$ cat src/rtl/l1_l2_arbiter.sv
// l1_l2_arbiter: shares one L2 request port between the L1 I-cache and
// L1 D-cache controllers. One request is latched at a time, held on the L2
// port until L2 completes (or the watchdog expires), then the completion is
// routed back to the requester that owned the grant.
//
// Handshake: req_l1i_arb / req_l1d_arb are levels held by the requester
// until its one-cycle ready_arb_l1x pulse, and dropped during that pulse
// cycle. read_arb_l2 / write_arb_l2 are levels held until L2 returns a
// one-cycle ready_l2_arb pulse. ready_l2_arb is only honoured in a grant
// state; in IDLE or RESP it is ignored.
module l1_l2_arbiter #(
  parameter int ADDR_W      = 64,
  parameter int LINE_W      = 128,
  parameter int TIMEOUT_CYC = 255
) (
  input  logic              clk,
  input  logic              nrst,
  input  logic              req_l1i_arb,
  input  logic [ADDR_W-1:0] addr_l1i_arb,
  input  logic              req_l1d_arb,
  input  logic              we_l1d_arb,
  input  logic [ADDR_W-1:0] addr_l1d_arb,
  input  logic [LINE_W-1:0] wdata_l1d_arb,
  output logic              read_arb_l2,
  output logic              write_arb_l2,
  output logic [ADDR_W-1:0] addr_arb_l2,
  output logic [LINE_W-1:0] wdata_arb_l2,
  input  logic              ready_l2_arb,
  input  logic [LINE_W-1:0] rdata_l2_arb,
  output logic              ready_arb_l1i,
  output logic              ready_arb_l1d,
  output logic [LINE_W-1:0] rdata_arb_l1,
  output logic              busy,
  output logic              err_timeout
);

  localparam int WD_W = $clog2(TIMEOUT_CYC + 1);

  localparam logic [1:0] S_IDLE  = 2'd0;
  localparam logic [1:0] S_GNT_I = 2'd1;
  localparam logic [1:0] S_GNT_D = 2'd2;
  localparam logic [1:0] S_RESP  = 2'd3;

  // Watchdog value in the last grant cycle before a forced abort: a grant
  // lasts at most TIMEOUT_CYC cycles.
  localparam logic [WD_W-1:0] WD_LAST = WD_W'(TIMEOUT_CYC - 1);

  logic [1:0]        r_state;
  logic              r_last_d;   // 1: last grant went to D, 0: to I
  logic [WD_W-1:0]   r_wd;
  logic              r_read;
  logic              r_write;
  logic [ADDR_W-1:0] r_addr;
  logic [LINE_W-1:0] r_wdata;
  logic              r_rdy_i;
  logic              r_rdy_d;
  logic [LINE_W-1:0] r_rdata;
  logic              r_busy;
  logic              r_err;

  logic w_grant_i;
  logic w_grant_d;
  logic w_wd_expire;
  logic w_done;

  // Round-robin pick: I wins when alone or when D was granted last.
  assign w_grant_i   = req_l1i_arb & (~req_l1d_arb | r_last_d);
  assign w_grant_d   = req_l1d_arb & ~w_grant_i;
  assign w_wd_expire = (r_wd == WD_LAST);
  assign w_done      = ready_l2_arb | w_wd_expire;

  // FSM, L2 request latching, response routing and watchdog.
  always_ff @(posedge clk or negedge nrst) begin
    if (!nrst) begin
      r_state  <= S_IDLE;
      r_last_d <= 1'b1;
      r_wd     <= '0;
      r_read   <= 1'b0;
      r_write  <= 1'b0;
      r_addr   <= '0;
      r_wdata  <= '0;
      r_rdy_i  <= 1'b0;
      r_rdy_d  <= 1'b0;
      r_rdata  <= '0;
      r_busy   <= 1'b0;
      r_err    <= 1'b0;
    end else begin
      r_rdy_i <= 1'b0;
      r_rdy_d <= 1'b0;
      case (r_state)
        S_IDLE: begin
          r_wd <= '0;
          if (w_grant_i) begin
            r_state  <= S_GNT_I;
            r_read   <= 1'b1;
            r_write  <= 1'b0;
            r_addr   <= addr_l1i_arb;
            r_last_d <= 1'b0;
            r_busy   <= 1'b1;
          end else if (w_grant_d) begin
            r_state  <= S_GNT_D;
            r_read   <= ~we_l1d_arb;
            r_write  <= we_l1d_arb;
            r_addr   <= addr_l1d_arb;
            r_last_d <= 1'b1;
            r_busy   <= 1'b1;
            if (we_l1d_arb) begin
              r_wdata <= wdata_l1d_arb;
            end
          end
        end
        S_GNT_I, S_GNT_D: begin
          if (w_done) begin
            r_state <= S_RESP;
            r_read  <= 1'b0;
            r_write <= 1'b0;
            r_wd    <= '0;
            r_rdy_i <= (r_state == S_GNT_I);
            r_rdy_d <= (r_state == S_GNT_D);
            // A real completion wins over an expiring watchdog.
            r_rdata <= ready_l2_arb ? rdata_l2_arb : '0;
            if (!ready_l2_arb) begin
              r_err <= 1'b1;
            end
          end else begin
            r_wd <= r_wd + WD_W'(1);
          end
        end
        default: begin
          r_state <= S_IDLE;
          r_busy  <= 1'b0;
        end
      endcase
    end
  end

  assign read_arb_l2   = r_read;
  assign write_arb_l2  = r_write;
  assign addr_arb_l2   = r_addr;
  assign wdata_arb_l2  = r_wdata;
  assign ready_arb_l1i = r_rdy_i;
  assign ready_arb_l1d = r_rdy_d;
  assign rdata_arb_l1  = r_rdata;
  assign busy          = r_busy;
  assign err_timeout   = r_err;

endmodule

$ cat config.mk
export PLATFORM = sky130hd
export DESIGN_NAME = l1_l2_arbiter
export DESIGN_NICKNAME = d
export VERILOG_FILES = /design/src/rtl/l1_l2_arbiter.sv
export SDC_FILE = /design/constraint.sdc
export NUM_CORES = 1
export LEC_CHECK = 0
export ABC_AREA = 1
export BUFFER_PORTS_ARGS = -buffer_cell sky130_fd_sc_hd__clkbuf_2
export CORE_AREA = 3 3 281 283
export CTS_BUF_LIST = sky130_fd_sc_hd__clkbuf_2
export DETAILED_ROUTE_END_ITERATION = 10
export DIE_AREA = 0 0 284 286
export GPL_TIMING_DRIVEN = 0
export PLACE_DENSITY_LB_ADDON = 0.25
export SLEW_MARGIN = 20
export SYNTH_ARGS = -nofsm -noshare
export SYNTH_HDL_FRONTEND = slang
export SYNTH_SLANG_ARGS = --single-unit
$ cat constraint.sdc
create_clock -name clk -period 2.4 [get_ports clk]
set_input_delay 0.12 -clock clk [delete_from_list [all_inputs] [get_ports clk]]
set_output_delay 0.12 -clock clk [all_outputs]
set_load 0.005 [all_outputs]
==> results of run 1 <==
-- metrics by stage --
step / utilization, % / TNS (ps)
after floorplan: - / 0
after global placement: 24.5 / -2327010
after detailed placement: 24.6 / -340
-- logic make-up after synthesis --
family	count (synthesis)	synth area share (%)
simple gates	763	22.5
flops	337	60.5
buf+inv	245	7.76
compound gates	202	8.45
fa+ha+maj	6	0.538
xor+xnor	5	0.314
==> flow_metrics.env, run 1 <==
export IMPL_outcome="stopped before the end"
export IMPL_stop_stage="clock tree synthesis"
export IMPL_error="[ERROR RSZ-0060] Max buffer count reached."
export IMPL_io_pin_count=716
export IMPL_dpl_instance_area_um2=18900
export IMPL_synthArstFlopShare_pct=100
export IMPL_synth_cell_types=24
export IMPL_ys_ff_latch=337
export IMPL_synth_top_cell_by_area="dfrtp_1"
export IMPL_synth_top_area_share_pct=60.3
export IMPL_synth_edf_count=0
export IMPL_clockRootBuffer="clkbuf_2"
export IMPL_postSynthCellCount=1558
export IMPL_rows=102
export IMPL_start_util_pct=18.1
export IMPL_synth_most_common_cell="nand2_1"
export IMPL_cts_buffer_depth=3
export IMPL_place_detailed_instances=3317
export IMPL_die_w_um=284
export IMPL_syn_area_um2=13900
export IMPL_synth_flop_cell="dfrtp_1"
export IMPL_cts_htree_levels=3
export IMPL_cts_buffers=99
export IMPL_hold_buffers=702
export IMPL_synthesis_nets=1954
export IMPL_dpl_hpwl_um=45600
export IMPL_synth_warnings=0
export IMPL_die_h_um=286
export IMPL_cts_resized=3
export IMPL_port_buffers=715
export IMPL_gp_congestion=0.873
export IMPL_place_worst_setup_slack_ps=-58.0
export IMPL_ys_seq_area_share_pct=60.5
export IMPL_synthTopCellsByCount="543 x nand2_1, 336 x dfrtp_1, 203 x nand3_1"
export IMPL_synth_area_per_cell_um2=8.95
export IMPL_synth_top_cells_by_area="dfrtp_1 60%, nand2_1 15%, nand3_1 7.3%"
export IMPL_post_cts_buffers=0
export IMPL_cts_sinks=337
==> run 2, diff against run 1 <==
--- a/config.mk
+++ b/config.mk
@@ -8,11 +8,10 @@
 export ABC_AREA = 1
 export BUFFER_PORTS_ARGS = -buffer_cell sky130_fd_sc_hd__clkbuf_2
 export CORE_AREA = 3 3 281 283
-export CTS_BUF_LIST = sky130_fd_sc_hd__clkbuf_2
 export DETAILED_ROUTE_END_ITERATION = 10
 export DIE_AREA = 0 0 284 286
 export GPL_TIMING_DRIVEN = 0
-export PLACE_DENSITY_LB_ADDON = 0.25
+export PLACE_DENSITY_LB_ADDON = 0.15
 export SLEW_MARGIN = 20
 export SYNTH_ARGS = -nofsm -noshare
 export SYNTH_HDL_FRONTEND = slang
==> run 2 against run 1 <==
Against the previous run:
- the flow now finishes without violations
- synthesized cell count is the same
- area after synthesis is the same
==> flow_metrics.env, run 2 <==
export IMPL_final_cell_mix="724 x clkbuf_2, 543 x nand2_1, 390 x dlygate4sd3_1, 336 x dfrtp_1, 203 x nand3_1"
export IMPL_fmax_ghz=0.446
export IMPL_swShare_pct=37.3
export IMPL_drive_above_1_share_pct=31.3
export IMPL_combPwrFrac_pct=40.5
export IMPL_cts_tree="yes"
export IMPL_crit_arrival_ps=2680
export IMPL_crit_buf_inv=4
export IMPL_final_min_clock_period_ps=2240
export IMPL_antenna_found_initial=2
export IMPL_start_util_pct=18.1
export IMPL_powerDensity_nw_per_um2=1160
export IMPL_multi_input_area_um2=4430
export IMPL_dpl_hpwl_um=47500
export IMPL_fin_cells=3788
export IMPL_post_cts_buffers=0
export IMPL_outcome="complete, no violations"
export IMPL_holdPathEnd="r_last_d$_DFFE_PN1P_"
export IMPL_synth_cell_types=24
export IMPL_dpl_instance_area_um2=18900
export IMPL_seqPwrFrac_pct=35.5
export IMPL_finalSetupViolations=0
export IMPL_period_share_pct=93.4
export IMPL_rows=102
export IMPL_worst_clock_skew_ps=21.0
export IMPL_synth_top_cells_by_area="dfrtp_1 60%, nand2_1 15%, nand3_1 7.3%"
export IMPL_worstHoldPathCells=5
export IMPL_synth_most_common_cell="nand2_1"
export IMPL_postSynthCellCount=1558
export IMPL_finalHoldViolations=0
export IMPL_insertion_delay_ps=560
export IMPL_grt_pass1_wl_um=93600
export IMPL_synth_edf_count=0
export IMPL_drt_total_wl_um=61900
export IMPL_synth_top_area_share_pct=60.3
export IMPL_grt_max_degree=86
export IMPL_slew_violations=0
export IMPL_clockRootBuffer="clkbuf_16"
export IMPL_final_common_cell="clkbuf_2"
export IMPL_timing_rr_start="r_last_d$_DFFE_PN1P_"
export IMPL_worstMarginPinSlew_ps=989
export IMPL_critPathMaxStageDelay_ps=590
export IMPL_drc=0
export IMPL_core_area_um2=77000
export IMPL_synthArstFlopShare_pct=100
export IMPL_via_per_inst=3.94
export IMPL_design_area_um2=24400
export IMPL_gp_congestion=0.912
export IMPL_wl_per_cell_um=16.3
export IMPL_max_slew_margin_pct=33.9
export IMPL_drt_initial_drc_count=666
export IMPL_rsz0062_at_grt="no"
export IMPL_cts_htree_levels=2
export IMPL_cts_sinks=337
export IMPL_via_count=14900
export IMPL_die_h_um=286
export IMPL_crit_path_max_fanout=10
export IMPL_synth_area_per_cell_um2=8.95
export IMPL_p_int_uw=17800
export IMPL_path_clk_slew_ps=60
export IMPL_path_delay_family="buffers and inverters"
export IMPL_holdWs_ps=65.8
export IMPL_synth_top_cell_by_area="dfrtp_1"
export IMPL_synthTopCellsByCount="543 x nand2_1, 336 x dfrtp_1, 203 x nand3_1"
export IMPL_syn_area_um2=13900
export IMPL_hold_path_class="in -> reg"
export IMPL_tns_ps=0
export IMPL_drtAntennaViolNets=0
export IMPL_critPathCaptureType="flip-flop"
export IMPL_syn2layout_area_growth_pct=74.8
export IMPL_die_area_um2=81200
export IMPL_peakVddDrop_v=0.000599
export IMPL_cts_buffer_depth=3
export IMPL_port_buffers=715
export IMPL_setup_worst_path_start_class="flip-flop"
export IMPL_reg2reg_to="addr_arb_l2[4]$_DFFE_PN0P_"
export IMPL_switching_power_uw=10600
export IMPL_crit_top_cell="nand2_1"
export IMPL_crit_type="reg -> reg"
export IMPL_pwr_share_clk_pct=24.1
export IMPL_reg2regPathDepth=9
export IMPL_die_w_um=284
export IMPL_fillers=8222
export IMPL_ys_ff_latch=337
export IMPL_fin_nets=3110
export IMPL_ff_latch_area_um2=8430
export IMPL_grtUsageTotal_pct=14.7
export IMPL_path_cells="inv_1 > a21boi_1 > nand2_1 > nand2_1 > buf_6 > buf_4 > nand3_1 > dlygate4sd3_1 > o21a_1"
export IMPL_grt_ovfl_total=0
export IMPL_ys_seq_area_share_pct=60.5
export IMPL_slowest_stage="dlygate4sd3_1"
export IMPL_synth_flop_cell="dfrtp_1"
export IMPL_synthesis_nets=1954
export IMPL_cap_violations=0
export IMPL_crit_required_ps=2840
export IMPL_detail_route_first_pass_iterations=5
export IMPL_io_pin_count=716
export IMPL_regToRegSetupSlack_ps=160
export IMPL_total_leakage_power_uw=0.0128
export IMPL_cts_buffers=45
export IMPL_grt_pass1_vias=15900
export IMPL_hp_start="req_l1i_arb"
export IMPL_synth_warnings=0
export IMPL_place_detailed_instances=3317
-- run 2: cell counts after synthesis --
Identical to the previous run, type by type.
-- run 2: cell type report --
| class | count | share of cell area, % |
|---|---|---|
| flip-flops and latches | 337 | 34.6 |
| repair buffers | 1109 | 31.2 |
| multi-input cells | 976 | 18.2 |
| well taps | 1040 | 5.34 |
| clock buffers | 63 | 5.31 |
| plain buffers | 99 | 2.29 |
| inverters | 146 | 2.25 |
| clock inverters | 15 | 0.811 |
| diodes | 3 | 0.0308 |
-- run 2: what timing repair did --
item / 4_1_cts / 5_1_grt
hold buffers: 390 / 0
gates resized for setup: 4 / 17
pin swaps: 0 / 0
hold endpoints to repair: 494 / 0
setup endpoints to repair: 24 / 93
-- run 2: logic make-up after synthesis --
logic type,share of synthesized area [%]
simple gates,22.5
flops,60.5
buf+inv,7.76
compound gates,8.45
fa+ha+maj,0.538
xor+xnor,0.314
-- run 2: how the worst max path moves through the flow --
stage | startpoint | end | cells after the start
2_1_floorplan | r_state[0]$_DFFE_PN0P_ | wdata_arb_l2[77]$_DFFE_PN0P_ | 8
3_3_place_gp | nrst | rdata_arb_l1[48]$_DFFE_PN0P_ | 1
3_5_place_dp | r_state[0]$_DFFE_PN0P_ | wdata_arb_l2[32]$_DFFE_PN0P_ | 8
4_1_cts | r_state[0]$_DFFE_PN0P_ | rdata_arb_l1[111]$_DFFE_PN0P_ | 7
5_1_grt | r_state[0]$_DFFE_PN0P_ | wdata_arb_l2[119]$_DFFE_PN0P_ | 8
6_report | r_last_d$_DFFE_PN1P_ | addr_arb_l2[4]$_DFFE_PN0P_ | 9
-- run 2: routing by layer --
layer	track usage (%)	share of wire, %
met1	16.3	38
met5	0	0
met2	26.2	50
met4	5.49	3.6
met3	4.96	8.3
-- run 2: worst min-delay path: cells and delay by family --
kind / cells / cell delay, ps
AOI/OAI and AO/OA: 2 / 220
buffers and inverters: 2 / 150
and+or+nand+nor: 1 / 90
-- run 2: power by group through the flow --
stage	sequential, µW	clock (µW)	combinational, µW
2_1_floorplan	10200	0	4800
3_3_place_gp	10100	0	10700
3_5_place_dp	10100	0	10800
4_1_cts	10100	7120	11700
5_1_grt	10400	7340	12900
6_report	10000	6820	11400
-- run 2: metrics by stage --
| step | total power, µW | util [%] | setup slack [ps] |
|---|---|---|---|
| 6_report | 28300 | 31.7 | 157 |
| 5_1_grt | 30600 | 31.7 | 0.435 |
| 4_1_cts | 28900 | 31.6 | 14.4 |
| 3_5_place_dp | 20900 | 24.6 | -85.8 |
| 3_3_place_gp | 20800 | 24.5 | -6870 |
| 2_1_floorplan | 15000 | - | 864 |
No activity file was read; power rests on OpenSTA's default activity.
